[src/rtl/store_lane_buffer_pkg.sv]
// Shared store definitions: opcodes, size decode, big-endian lane masks and
// the splitter FSM state type used by store_lane_buffer.
package store_pkg;
  localparam logic [5:0] OP_SB = 6'b101000;
  localparam logic [5:0] OP_SH = 6'b101001;
  localparam logic [5:0] OP_SW = 6'b101011;
  localparam logic [5:0] OP_SD = 6'b111111;

  typedef enum logic {ST_IDLE = 1'b0, ST_SPLIT = 1'b1} split_state_t;

  // Store size in bytes; 0 means the opcode is not a store on an nb-lane bus.
  function automatic logic [3:0] store_size(input logic [5:0] opcode, input int nb);
    logic [3:0] s;
    case (opcode)
      OP_SB:   s = 4'd1;
      OP_SH:   s = 4'd2;
      OP_SW:   s = 4'd4;
      OP_SD:   s = (nb == 8) ? 4'd8 : 4'd0;
      default: s = 4'd0;
    endcase
    return s;
  endfunction

  // Lanes o..o+s-1, clipped to the word; lane 0 lands on bit nb-1.
  function automatic logic [7:0] lane_mask(input int s, input int o, input int nb);
    logic [7:0] m;
    m = '0;
    for (int i = 0; i < 8; i++) begin
      if (i < nb && i >= o && i < o + s) m = m | (8'd1 << (nb - 1 - i));
    end
    return m;
  endfunction
endpackage

[src/rtl/store_lane_buffer_fifo.sv]
// store_fifo: DEPTH-entry queue of memory beats {addr, wdata, we}; head fields
// read as zero while empty so the memory side idles at all-zero.
module store_fifo #(
  parameter int ADDR_W = 32,
  parameter int DATA_W = 32,
  parameter int NB     = 4,
  parameter int DEPTH  = 4
) (
  input  logic              clk_i,
  input  logic              rst_i,
  input  logic              push_valid_i,
  output logic              push_ready_o,
  input  logic [ADDR_W-1:0] push_addr_i,
  input  logic [DATA_W-1:0] push_data_i,
  input  logic [NB-1:0]     push_we_i,
  output logic              pop_valid_o,
  input  logic              pop_ready_i,
  output logic [ADDR_W-1:0] pop_addr_o,
  output logic [DATA_W-1:0] pop_data_o,
  output logic [NB-1:0]     pop_we_o
);
  localparam int PW = $clog2(DEPTH);
  localparam int CW = PW + 1;

  logic [ADDR_W-1:0] addr_mem [DEPTH];
  logic [DATA_W-1:0] data_mem [DEPTH];
  logic [NB-1:0]     we_mem   [DEPTH];
  logic [PW-1:0]     wr_ptr_q, rd_ptr_q;
  logic [CW-1:0]     count_q;
  logic              full, empty, push, pop;

  assign full  = (count_q == CW'(DEPTH));
  assign empty = (count_q == '0);
  // Push is refused when full even if the head pops on the same edge.
  assign push  = push_valid_i && !full;
  assign pop   = !empty && pop_ready_i;

  assign push_ready_o = !full;
  assign pop_valid_o  = !empty;
  assign pop_addr_o   = empty ? '0 : addr_mem[rd_ptr_q];
  assign pop_data_o   = empty ? '0 : data_mem[rd_ptr_q];
  assign pop_we_o     = empty ? '0 : we_mem[rd_ptr_q];

  always_ff @(posedge clk_i) begin
    if (push) begin
      addr_mem[wr_ptr_q] <= push_addr_i;
      data_mem[wr_ptr_q] <= push_data_i;
      we_mem[wr_ptr_q]   <= push_we_i;
    end
  end

  always_ff @(posedge clk_i or posedge rst_i) begin
    if (rst_i) begin
      wr_ptr_q <= '0;
      rd_ptr_q <= '0;
      count_q  <= '0;
    end else begin
      if (push) wr_ptr_q <= wr_ptr_q + PW'(1);
      if (pop)  rd_ptr_q <= rd_ptr_q + PW'(1);
      case ({push, pop})
        2'b10:   count_q <= count_q + CW'(1);
        2'b01:   count_q <= count_q - CW'(1);
        default: ;
      endcase
    end
  end
endmodule

[src/rtl/store_lane_buffer.sv]
// Store unit: decodes store opcodes into big-endian lane enables and data and
// queues beats in store_fifo. Define STORE_SPLIT_EN to split word-crossing stores.
module store_lane_buffer
  import store_pkg::*;
#(
  parameter int DATA_W = 32,
  parameter int ADDR_W = 32,
  parameter int DEPTH  = 4
) (
  input  logic                clk_i,
  input  logic                rst_i,
  input  logic                req_valid_i,
  output logic                req_ready_o,
  input  logic [5:0]          req_opcode_i,
  input  logic [ADDR_W-1:0]   req_addr_i,
  input  logic [DATA_W-1:0]   req_data_i,
  output logic                mem_valid_o,
  input  logic                mem_ready_i,
  output logic [ADDR_W-1:0]   mem_addr_o,
  output logic [DATA_W-1:0]   mem_wdata_o,
  output logic [DATA_W/8-1:0] mem_we_o,
  output logic                misalign_err_o,
  output logic                busy_o
);
  localparam int NB = DATA_W / 8;
  localparam int OW = $clog2(NB);

  logic [3:0]        size;
  logic [OW-1:0]     offs;
  int                s_i, o_i;
  logic              is_store, crossing, accept;
  logic [ADDR_W-1:0] word_addr;
  logic [DATA_W-1:0] val, b1_data;
  logic [NB-1:0]     b1_we;
  split_state_t      state_q;
  logic              push_valid, push_ready;
  logic [ADDR_W-1:0] push_addr;
  logic [DATA_W-1:0] push_data;
  logic [NB-1:0]     push_we;

  assign size      = store_size(req_opcode_i, NB);
  assign offs      = req_addr_i[OW-1:0];
  assign s_i       = int'(size);
  assign o_i       = int'(offs);
  assign is_store  = (size != 4'd0);
  assign crossing  = (o_i + s_i) > NB;
  assign word_addr = {req_addr_i[ADDR_W-1:OW], {OW{1'b0}}};

  // Beat 1 carries the most-significant bytes; a crossing store keeps only
  // what fits from lane o to the end of the word.
  always_comb begin
    val = req_data_i & ~({DATA_W{1'b1}} << (8 * s_i));
    if (crossing) b1_data = val >> (8 * (o_i + s_i - NB));
    else          b1_data = val << (8 * (NB - s_i - o_i));
    b1_we = NB'(lane_mask(s_i, o_i, NB));
  end

`ifdef STORE_SPLIT_EN
  split_state_t      state_d;
  logic [ADDR_W-1:0] b2_addr_q;
  logic [DATA_W-1:0] b2_data_q;
  logic [NB-1:0]     b2_we_q;

  always_ff @(posedge clk_i or posedge rst_i) begin
    if (rst_i) state_q <= ST_IDLE;
    else       state_q <= state_d;
  end

  always_comb begin
    state_d = state_q;
    case (state_q)
      ST_IDLE:  if (accept && is_store && crossing) state_d = ST_SPLIT;
      default:  if (push_ready) state_d = ST_IDLE;
    endcase
  end

  always_ff @(posedge clk_i or posedge rst_i) begin
    if (rst_i) begin
      b2_addr_q <= '0;
      b2_data_q <= '0;
      b2_we_q   <= '0;
    end else if (state_q == ST_IDLE && accept && is_store && crossing) begin
      b2_addr_q <= word_addr + ADDR_W'(NB);
      b2_data_q <= val << (8 * (2 * NB - o_i - s_i));
      b2_we_q   <= NB'(lane_mask(o_i + s_i - NB, 0, NB));
    end
  end

  assign misalign_err_o = 1'b0;
`else
  logic misaligned, err_d, err_q;

  assign state_q    = ST_IDLE;
  assign misaligned = is_store && ((offs & OW'(size - 4'd1)) != '0);

  always_ff @(posedge clk_i or posedge rst_i) begin
    if (rst_i) err_q <= 1'b0;
    else       err_q <= err_d;
  end

  assign misalign_err_o = err_q;
`endif

  always_comb begin
    req_ready_o = 1'b0;
    accept      = 1'b0;
    push_valid  = 1'b0;
    push_addr   = word_addr;
    push_data   = b1_data;
    push_we     = b1_we;
`ifndef STORE_SPLIT_EN
    err_d       = 1'b0;
`endif
    case (state_q)
      ST_IDLE: begin
        req_ready_o = push_ready;
        accept      = req_valid_i && push_ready;
`ifdef STORE_SPLIT_EN
        push_valid  = accept && is_store;
`else
        push_valid  = accept && is_store && !misaligned;
        err_d       = accept && is_store && misaligned;
`endif
      end
      default: begin
`ifdef STORE_SPLIT_EN
        push_valid = 1'b1;
        push_addr  = b2_addr_q;
        push_data  = b2_data_q;
        push_we    = b2_we_q;
`endif
      end
    endcase
  end

  store_fifo #(
    .ADDR_W(ADDR_W),
    .DATA_W(DATA_W),
    .NB    (NB),
    .DEPTH (DEPTH)
  ) u_fifo (
    .clk_i       (clk_i),
    .rst_i       (rst_i),
    .push_valid_i(push_valid),
    .push_ready_o(push_ready),
    .push_addr_i (push_addr),
    .push_data_i (push_data),
    .push_we_i   (push_we),
    .pop_valid_o (mem_valid_o),
    .pop_ready_i (mem_ready_i),
    .pop_addr_o  (mem_addr_o),
    .pop_data_o  (mem_wdata_o),
    .pop_we_o    (mem_we_o)
  );

  assign busy_o = mem_valid_o || (state_q == ST_SPLIT);
endmodule

[config.mk]
export PLATFORM = sky130hd
export DESIGN_NAME = store_lane_buffer
export DESIGN_NICKNAME = d
export VERILOG_FILES = /design/src/rtl/store_lane_buffer_pkg.sv /design/src/rtl/store_lane_buffer_fifo.sv /design/src/rtl/store_lane_buffer.sv
export SDC_FILE = /design/constraint.sdc
export NUM_CORES = 1
export LEC_CHECK = 0
export CORE_UTILIZATION = 53
export CTS_CLUSTER_SIZE = 28
export DETAILED_ROUTE_END_ITERATION = 8
export PLACE_DENSITY = 0.76
export SLEW_MARGIN = 20
export SYNTH_ARGS = -nofsm -noshare
export SYNTH_HDL_FRONTEND = slang
export SYNTH_HIERARCHICAL = 1
export SYNTH_SLANG_ARGS = --single-unit
[constraint.sdc]
create_clock -name clk_i -period 8.7 [get_ports clk_i]
set_input_delay 1.305 -clock clk_i [delete_from_list [all_inputs] [get_ports clk_i]]
set_output_delay 1.305 -clock clk_i [all_outputs]
set_load 0.05 [all_outputs]
==> parameters.txt <==
Parameter                              Value

Drt
  Total length of routed wires ... 28.9 mm
  Antenna-violating nets left ... 0
  Final routed DRC violation total ... 0
  Detail-routed via count per cell ... 6.06
  Via count ... 7,390
  Iteration-0 DRC count of the detailed router ... 756
  Total iterations of the first detailed-routing run ... 5
  Post-DR wirelength/cell ... 23.7 um

Critical path
  Maximum cell stage delay along the critical path ... 1.01 ns
  Startpoint type of the worst setup path ... primary input
  Category of the worst setup path capture point ... register
  Startpoint of the worst setup timing path ... req_opcode_i[3]
  Crit path cell chain ... clkdlybuf4s50_1 -> and4bb_2 -> and2_1 -> nand2b_1 -> ha_1 -> ha_1 -> nand3b_1 -> nor3_1 -> and3_2 -> buf_4
  Maximum fanout encountered on the critical timing path ... 40
  Worst Setup EP ... u_fifo/data_mem[0][16]
  WP data required ... 8.87 ns
  Arrival time at the worst endpoint ... 5.66 ns
  Critical Path Most Common Cell ... sky130_fd_sc_hd__ha_1
  Number of cells traversed by the worst register-to-register path ... 5
  End of the worst register-to-register path ... u_fifo/data_mem[0][16]
  Flop-to-flop setup slack ... 5.56 ns
  Launch point of the worst reg-to-reg path ... u_fifo/count_q[2]
  Worst Setup Path Type ... primary input to register
  Worst-path cell with the longest stage delay ... sky130_fd_sc_hd__and3_2

Clock tree
  CTS tree ... built
  Number of buffers added by the clock tree synthesis step ... 27
  Hold bufs inserted after CTS ... 0
  PostCTS Resize Cnt ... 0
  Number of setup buffers added after CTS ... 0
  Deepest clock path buffer count ... 3
  Clock-pin slew on the worst setup and hold paths ... 0.07 ns
  Maximum level of the CTS H-tree ... 1
  Clock latency of the later-clocked register in the worst-skew pair ... 0.53 ns
  Cell chosen for the clock root ... sky130_fd_sc_hd__clkbuf_16
  TritonCTS sink count ... 280

STA
  Max-slew violation total from the final report ... 0
  Fin worst setup slack ... 3.21 ns
  Setup TNS ... 0 ns
  Max_slew headroom ... 0.243
  Unrepaired setup endpoints after global routing ... no
  Share of the clock period used by the worst path after layout ... 0.631
  Final worst hold slack ... 0.490 ns
  Actual slew at the worst max-slew pin ... 1.13 ns
  Final critical path time including I/O delays and setup ... 5.49 ns
  Total count of hold-check failures in the final report ... 0
  Finish-stage setup viols ... 0
  Top achievable clock speed ... 0.182 GHz
  Layout Skew ... 0.0138 ns

Floorplanning
  Number of standard-cell rows in the floorplan ... 56
  Number of top-level pins ... 146
  Initial Util ... 0.541
  Total die area ... 24,600 um2
  Core region area ... 23,500 um2
  Die Wd ... 157 um
  Floorplan die height ... 157 um

Synthesis
  Count leader, synth ... sky130_fd_sc_hd__edfxtp_1
  Sequential fraction of the synthesis area ... 0.659
  Warning count from the yosys run ... 6
  Cell taking the most area after synthesis ... sky130_fd_sc_hd__edfxtp_1
  Number of enable-type register cells in the synthesized netlist ... 272
  Top flip-flop cell by instance count after synthesis ... sky130_fd_sc_hd__edfxtp_1
  Area of the mapped netlist ... 12,700 um2
  Average footprint of a synthesized cell ... 17.3 um2
  Top cell type's share of synthesized area ... 0.643
  Ys async rst share ... 0.0286
  #FFs+latches synth ... 280
  Leading post-synthesis cells by instance count ... sky130_fd_sc_hd__edfxtp_1 (272), sky130_fd_sc_hd__and2_1 (72), sky130_fd_sc_hd__mux4_2 (68)
  Distinct cell type count after synthesis ... 66
  Number of standard cells after synthesis ... 734
  Area contributors post-synth ... sky130_fd_sc_hd__edfxtp_1 (64%), sky130_fd_sc_hd__mux4_2 (12%), sky130_fd_sc_hd__and2_1 (3.5%), sky130_fd_sc_hd__dfrtp_1 (1.6%), sky130_fd_sc_hd__ha_1 (1.5%)

Pwr
  Flop pwr share ... 0.339
  Switching Power ... 1.71 mW
  Switch share ... 0.365
  Share of power burned in combinational logic ... 0.405
  Max VDD drop ... 0.182 mV
  Total power consumption of the routed design ... 4.68 mW
  Pleak ... 4.78 nW
  Power Internal ... 2.97 mW
  Power per standard cell area ... 306 nW/um2
  Clk network pwr share ... 0.256

Global route
  Vias in the first global route ... 7,414
  First-pass GRT wire length ... 43.8 mm
  Initial antenna violation count ... 0
  Pin count of the biggest net entering global routing ... 53
  Overall routing resource usage ... 0.242
  Overflow left after global routing ... 0

Min path
  Class of the worst hold path ... register to register

Placement
  Number of port buffers ... 145
  Setup slack after placement ... 2.73 ns
  Placed cell areas ... 14,300 um2
  Final GP Congestion ... 1.00
  Total placed cells including tap cells ... 1,171
  Placed wire-length estimate after detailed placement ... 19.4 mm

Final layout
  Fraction of final layout cells with drive strength greater than 1 ... 0.169
  Final net count ... 973
  Area growth from synthesis to final layout ... 20.2%
  Final standard cell utilization of the core ... 0.651
  Number of standard cells in the final layout excluding fillers ... 1,220
  Area of all placed cells without fillers ... 15,300 um2
  Diode count ... 0

Flow run
  Maximum capacitance violations ... 0

Outcome
  Run status ... finished clean
[placed cells by master (no fill, tap or decap), drive strengths merged, types with 10 or more instances in the layout]
| cell | instances |
|---|---|
| edfxtp | 272 |
| and2 | 73 |
| nand2b | 12 |
| ha | 15 |
| a21oi | 13 |
| nand2 | 23 |
| nor2 | 25 |
| inv | 23 |
| nand3 | 10 |
| clkbuf | 30 |
| clkdlybuf4s50 | 145 |
| a221oi | 15 |
| mux4 | 68 |
[power by group through the flow]
| stage | sequential, mW | clock [mW] | combinational (mW) |
|---|---|---|---|
| 2_1_floorplan | 1.53 | 0 | 1.48 |
| 3_3_place_gp | 1.62 | 0 | 1.90 |
| 3_5_place_dp | 1.62 | 0 | 1.90 |
| 4_1_cts | 1.59 | 1.22 | 1.91 |
| 5_1_grt | 1.60 | 1.27 | 1.99 |
| 6_report | 1.59 | 1.20 | 1.89 |
[critical path, delay by kind of cell]
kind	cells	cell delay, ns
and+or+nand+nor	6	2.68
buffers and inverters	2	1.06
adders and majority gates	2	0.58
[cell families after synthesis]
logic type	synth area share
xor+xnor	0.00552
mux	0.130
fa+ha+maj	0.0195
compound gates	0.0672
other cells	0.000295
flops	0.659
buf+inv	0.0311
simple gates	0.0880
[registers in the layout, indices dropped and copies added, names as in the netlist]
signal / cells
misalign_err_o: 1
u_fifo/addr_mem: 128
u_fifo/count_q: 3
u_fifo/data_mem: 128
u_fifo/rd_ptr_q: 2
u_fifo/we_mem: 16
u_fifo/wr_ptr_q: 2
[worst min path at each step]
stage / from / end / slack [ns] / cells after the start
after floorplan: u_fifo/count_q[2] / u_fifo/count_q[2] / 0.45 / 1
after global placement: u_fifo/count_q[2] / u_fifo/count_q[2] / 0.47 / 1
after detailed placement: u_fifo/count_q[2] / u_fifo/count_q[2] / 0.47 / 1
after CTS: u_fifo/count_q[2] / u_fifo/count_q[2] / 0.48 / 1
after global routing: u_fifo/count_q[2] / u_fifo/count_q[2] / 0.50 / 1
final: u_fifo/count_q[2] / u_fifo/count_q[2] / 0.49 / 1
[routing by layer]
metal	vias to the layer above	part of all wire	GRT usage
li1	3248	-	-
met1	3703	0.42	0.346
met2	365	0.48	0.383
met3	74	0.067	0.0291
met4	0	0.033	0.0906
met5	-	0	0
[final cells by class]
class | instances | area, um2
flip-flops and latches | 280 | 8370
fillers | 1618 | 8200
multi-input cells | 398 | 3980
repair buffers | 154 | 1520
clock buffers | 30 | 687
well taps | 319 | 399
clock inverters | 19 | 240
inverters | 20 | 77.6
(Power assumes the default switching activity.)
